`config.mk`:
```
export PLATFORM = sky130hd
export DESIGN_NAME = convolutor_param
export DESIGN_NICKNAME = d
export VERILOG_FILES = /design/src/rtl/convolutor_param.sv
export SDC_FILE = /design/constraint.sdc
export NUM_CORES = 1
export LEC_CHECK = 0
export BUFFER_PORTS_ARGS = -buffer_cell sky130_fd_sc_hd__buf_2
export CAP_MARGIN = 20
export CORE_MARGIN = 2
export CORE_UTILIZATION = 55
export CTS_CLUSTER_DIAMETER = 80
export DETAILED_ROUTE_END_ITERATION = 10
export PLACE_DENSITY = 0.74
export RECOVER_POWER = 50
export SLEW_MARGIN = 20
export SYNTH_ARGS = -nofsm -noshare
export SYNTH_HDL_FRONTEND = slang
export SYNTH_SLANG_ARGS = --single-unit
```
`constraint.sdc`:
```
create_clock -name clk -period 10.4 [get_ports clk]
set_input_delay 1.56 -clock clk [delete_from_list [all_inputs] [get_ports clk]]
set_output_delay 1.56 -clock clk [all_outputs]
set_load 0.01 [all_outputs]
```
`src/rtl/convolutor_param.sv`:
```
// Linear convolution coprocessor: Z[k] = sum_j X[j]*Y[k-j] over runtime sizes, external sync RAMs.
// Optional macro CONVOLUTOR_SAT_EN saturates dataZ to the output width instead of wrapping.
module convolutor_param #(
    parameter int unsigned DATA_WIDTH = 8,
    parameter int unsigned ADDR_WIDTH = 5,
    parameter int unsigned ACC_WIDTH  = 2 * DATA_WIDTH + ADDR_WIDTH
) (
    input  logic                    clk,
    input  logic                    rst_n,
    input  logic                    start,
    input  logic                    signed_i,
    input  logic [ADDR_WIDTH-1:0]   sizeX,
    input  logic [ADDR_WIDTH-1:0]   sizeY,
    output logic [ADDR_WIDTH-1:0]   memX_addr,
    input  logic [DATA_WIDTH-1:0]   dataX,
    output logic [ADDR_WIDTH-1:0]   memY_addr,
    input  logic [DATA_WIDTH-1:0]   dataY,
    output logic [ADDR_WIDTH:0]     memZ_addr,
    output logic [2*DATA_WIDTH-1:0] dataZ,
    output logic                    writeZ,
    output logic                    busy,
    output logic                    done
);
    localparam int unsigned KW = ADDR_WIDTH + 1;
    localparam int unsigned ZW = 2 * DATA_WIDTH;
    localparam int unsigned EW = ACC_WIDTH - DATA_WIDTH;
    localparam logic [KW-1:0] KOne = KW'(1);
    localparam logic [KW-1:0] KTwo = KW'(2);
    localparam logic [ADDR_WIDTH-1:0] AOne = ADDR_WIDTH'(1);

    typedef enum logic [2:0] {StIdle, StSetk, StRd, StMac, StWr, StDone} state_e;

    state_e                state_q, state_d;
    logic [ADDR_WIDTH-1:0] n_q, n_d, m_q, m_d;
    logic                  sgn_q, sgn_d;
    logic [KW-1:0]         k_q, k_d;
    logic [ADDR_WIDTH-1:0] j_q, j_d, jhi_q, jhi_d;
    logic [ACC_WIDTH-1:0]  acc_q, acc_d;
    logic [ADDR_WIDTH-1:0] addr_x_q, addr_x_d, addr_y_q, addr_y_d;
    logic [KW-1:0]         z_addr_q, z_addr_d;
    logic [ZW-1:0]         z_data_q, z_data_d;

    logic [ACC_WIDTH-1:0]  ext_x, ext_y, prod;
    logic [KW-1:0]         n_ext, m_ext, k_last;
    logic [ZW-1:0]         z_val;

    always_comb begin
        ext_x  = {{EW{sgn_q & dataX[DATA_WIDTH-1]}}, dataX};
        ext_y  = {{EW{sgn_q & dataY[DATA_WIDTH-1]}}, dataY};
        // Low ACC_WIDTH bits of the product are correct for both signed and unsigned operands.
        prod   = ext_x * ext_y;
        n_ext  = {1'b0, n_q};
        m_ext  = {1'b0, m_q};
        k_last = n_ext + m_ext - KTwo;
    end

`ifdef CONVOLUTOR_SAT_EN
    always_comb begin
        z_val = acc_q[ZW-1:0];
        if (sgn_q) begin
            if (!((&acc_q[ACC_WIDTH-1:ZW-1]) || !(|acc_q[ACC_WIDTH-1:ZW-1]))) begin
                z_val = acc_q[ACC_WIDTH-1] ? {1'b1, {(ZW-1){1'b0}}} : {1'b0, {(ZW-1){1'b1}}};
            end
        end else if (|acc_q[ACC_WIDTH-1:ZW]) begin
            z_val = {ZW{1'b1}};
        end
    end
`else
    always_comb begin
        z_val = acc_q[ZW-1:0];
    end
`endif

    always_comb begin
        state_d  = state_q;
        n_d      = n_q;
        m_d      = m_q;
        sgn_d    = sgn_q;
        k_d      = k_q;
        j_d      = j_q;
        jhi_d    = jhi_q;
        acc_d    = acc_q;
        addr_x_d = addr_x_q;
        addr_y_d = addr_y_q;
        z_addr_d = z_addr_q;
        z_data_d = z_data_q;
        writeZ   = 1'b0;
        busy     = 1'b0;
        done     = 1'b0;
        unique case (state_q)
            StIdle: begin
                if (start) begin
                    n_d   = sizeX;
                    m_d   = sizeY;
                    sgn_d = signed_i;
                    k_d   = '0;
                    if (sizeX == '0 || sizeY == '0) begin
                        state_d = StDone;
                    end else begin
                        state_d = StSetk;
                    end
                end
            end
            StSetk: begin
                busy  = 1'b1;
                acc_d = '0;
                j_d   = (k_q >= m_ext) ? ADDR_WIDTH'(k_q - m_ext + KOne) : '0;
                jhi_d = (k_q < n_ext) ? ADDR_WIDTH'(k_q) : n_q - AOne;
                state_d = StRd;
            end
            StRd: begin
                busy     = 1'b1;
                addr_x_d = j_q;
                addr_y_d = ADDR_WIDTH'(k_q - {1'b0, j_q});
                state_d  = StMac;
            end
            StMac: begin
                busy  = 1'b1;
                acc_d = acc_q + prod;
                if (j_q < jhi_q) begin
                    // Next address goes out now so its data lines up with the next MAC cycle.
                    j_d      = j_q + AOne;
                    addr_x_d = j_q + AOne;
                    addr_y_d = ADDR_WIDTH'(k_q - {1'b0, j_q} - KOne);
                end else begin
                    state_d = StWr;
                end
            end
            StWr: begin
                busy     = 1'b1;
                writeZ   = 1'b1;
                z_addr_d = k_q;
                z_data_d = z_val;
                if (k_q == k_last) begin
                    state_d = StDone;
                end else begin
                    k_d     = k_q + KOne;
                    state_d = StSetk;
                end
            end
            StDone: begin
                done    = 1'b1;
                state_d = StIdle;
            end
            default: state_d = StIdle;
        endcase
        memX_addr = addr_x_d;
        memY_addr = addr_y_d;
        memZ_addr = z_addr_d;
        dataZ     = z_data_d;
    end

    always_ff @(posedge clk or negedge rst_n) begin
        if (!rst_n) begin
            state_q  <= StIdle;
            n_q      <= '0;
            m_q      <= '0;
            sgn_q    <= 1'b0;
            k_q      <= '0;
            j_q      <= '0;
            jhi_q    <= '0;
            acc_q    <= '0;
            addr_x_q <= '0;
            addr_y_q <= '0;
            z_addr_q <= '0;
            z_data_q <= '0;
        end else begin
            state_q  <= state_d;
            n_q      <= n_d;
            m_q      <= m_d;
            sgn_q    <= sgn_d;
            k_q      <= k_d;
            j_q      <= j_d;
            jhi_q    <= jhi_d;
            acc_q    <= acc_d;
            addr_x_q <= addr_x_d;
            addr_y_q <= addr_y_d;
            z_addr_q <= z_addr_d;
            z_data_q <= z_data_d;
        end
    end

endmodule

```
==> out/qor.yml <==
worst_setup_path:
  path_max_fanout: 11
  rrSetupSlack_ns: 3.57
  crit_start: "dataY[7]"
  cp.required_ns: 10.62
  critPathKind: "in2reg"
  r2r-start: "sgn_q"
  worst_ep_arrival_time_ns: 7.81
  worst_setup_path_end_kind: "flop"
  startpoint_type: "input port"
  rr_worst_depth: 22
placement:
  gp_congestion: 0.866
  hpwl_mm: 12.7
  port-buffer-count: 64
logic_synthesis:
  synth_common_cells: "nand2_1 (138), inv_1 (119), ha_1 (83)"
  muxShareOfSynthArea_pct: 1.19
  synthTopCellsByArea: "dfrtp_1 (25%), fa_1 (17%), ha_1 (13%), nand2_1 (6.6%), inv_1 (5.7%)"
  ys_seq_area_share_pct: 24.8
  synth-seq-cells: 78
  yosysTopAreaCell: "dfrtp_1"
  avgSynthCellArea_um2: 8.92
  synth_fp_nets: 1063
  ys_async_sr_fraction_pct: 100
  synth_ff_type: "dfrtp_1"
  synth_cell_type_count: 60
  synth_top_family_by_area: "adder cells"
  yosysMostFrequentCell: "nand2_1"
  netlist_instances: 882
  synth-edff-count: 0
  syn_area_um2: 7870
  yosys.area_share.simple_pct: 16.4
  synthXorXnorAreaFrac_pct: 5.23
  ys_warn_count: 0
  yosys.area_share.adder_pct: 30.5
  synth_top_cell_area_share_pct: 24.8
  synth_compound_area_share_pct: 14.4
sta:
  clock_skew_ns: 0.00601
  min_period_over_period_pct: 73.0
  whs_ns: 0.470
  setup_violations: 0
  report.final.slew_viol_count: 79
  rsz0062_at_grt: "no"
  period_needed_ns: 7.59
  max_freq_ghz: 0.132
  max-slew-margin-rel_pct: -175
  setup_tns_ns: 0
  hold_violations: 0
  worstMarginPinSlew_ns: 4.12
clocking:
  htreeDepth: 3
  cts_resized: 0
  clk_latency_ns: 0.34
  clkTransAtPathRegs_ns: 0.06
  clk_path_buf_depth: 2
  cts_made_buffers: 9
  root_buffer: "clkbuf_16"
  cts_tree: "done"
  ctsHoldBuffers: 0
  cts_sinks: 78
  cts_setup_buffers: 0
route:
  totalWireLength_mm: 16.4
  drt_pre_antenna_iters: 4
  post_drt_wl_per_cell_um: 14.7
  first_iter_violations: 358
  ant_nets: 0
  vias_per_cell: 5.54
  drc: 0
  dr_total_vias: 6151
final_layout:
  final_layout_size_suffix_gt1_share_pct: 9.56
  nets: 1107
  synthToLayoutAreaGrowth_pct: 8.65
  insertedDiodeCount: 0
min_path:
  hold_class: "reg2reg"
  worstHoldStart: "z_data_q[15]"
  hold_path_depth: 2
grt:
  grt_max_degree: 79
  grt_pass1_vias: 5978
  grt_antenna_before_repair: 0
  gr-total-overflow: 0
  grt_pass1_wl_mm: 28.3
  gr-usage-all-layers_pct: 23.3
die:
  coreArea_um2: 13900
  io_pins: 65
  core.rowCount: 43
  start_util_pct: 56.5
  die_h_um: 124
  die_w_um: 124
  dieArea_um2: 15300
run:
  maxCapViolCount: 1
outcome:
  violations: "capacitance limit, slew limit"
  status: "finished, violations left"
## area by class of cell
cell class                      instances  area (µm²)
Tap cell                              180         225
Clock inverter                          6        46.3
Fill cell                            1238        5390
Multi-Input combinational cell        651        5310
Inverter                              120         450
Timing Repair Buffer                   66         325
Clock buffer                           10         239
Sequential cell                        78        1950
## metal layers
metal / GRT usage [%] / part of all wire, % / vias up
met4: 5.11 / 1.2 / 0
met1: 33.9 / 49 / 2999
met3: 3.39 / 3.2 / 19
met2: 37.3 / 47 / 108
li1: - / - / 3025
met5: 0 / 0 / -
## logic make-up (layout without fill, tap and decap cells)
logic type	count (synthesis)	in the layout
adder cells (fa/ha/maj)	151	151
buffers and inverters	153	202
XOR/XNOR	47	47
flip-flops	78	78
multiplexers	9	9
AO/OA/AOI/OAI	170	170
AND/OR/NAND/NOR	274	274
## cells in the final DEF, fill, tap and decap left out, types with 7 or more instances in the layout
cell type    n
xnor2_1     34
nor3_1       7
xor2_1      13
a21oi_1     36
a21o_1      16
o22ai_1      9
nand3_1     12
nand2_1    138
nand2b_1    12
and2_1      33
ha_1        83
nor2_1      31
and3_1      10
o21ai_0     48
dfrtp_1     78
inv_1      119
o21a_1       9
fa_1        68
clkbuf_16    9
buf_2       62
## registers in the layout, summed over array words and instances, names as in the netlist, 5 cells and up
signal,flops
acc_q,16
addr_x_q,5
addr_y_q,5
j_q,5
jhi_q,5
k_q,6
m_q,5
n_q,5
z_addr_q,6
z_data_q,16
## final timing paths
kind / endpoint
worst min-delay path: z_data_q[15]
worst min register to register: z_data_q[15]
min in group asynchronous: addr_x_q[0]
worst max-delay path: acc_q[15]
worst max register to register: acc_q[15]
max in group asynchronous: acc_q[15]
## worst max-delay path: stages
cell,delay (ns)
buf_2,0.17
nand2_1,0.21
or2_2,0.36
fa_1,0.51
fa_1,0.54
inv_1,0.05
fa_1,0.50
fa_1,0.54
inv_1,0.05
fa_1,0.49
inv_1,0.04
ha_1,0.31
inv_1,0.05
o21bai_1,0.13
a21oi_1,0.10
o21ai_0,0.39
or4_1,0.19
nand3_1,0.08
ha_1,0.22
or4_1,0.52
o22a_1,0.23
or3_1,0.31
a32o_1,0.25
## per-stage QoR
stage               util (%)  worst slack, ns  cells  cell area, µm²
finish                  61.3             2.81   1111            8550
global route            61.3             2.45   1111            8550
CTS                     61.6             2.81   1111            8580
detailed placement      59.5             2.53   1095            8300
global placement        59.5             2.65   1095            8300
floorplan                  -             2.96    882            7870
Power is left out: the tool's default activity adds up to more than one toggle a clock period on the data nets, which glitch-free logic cannot reach.
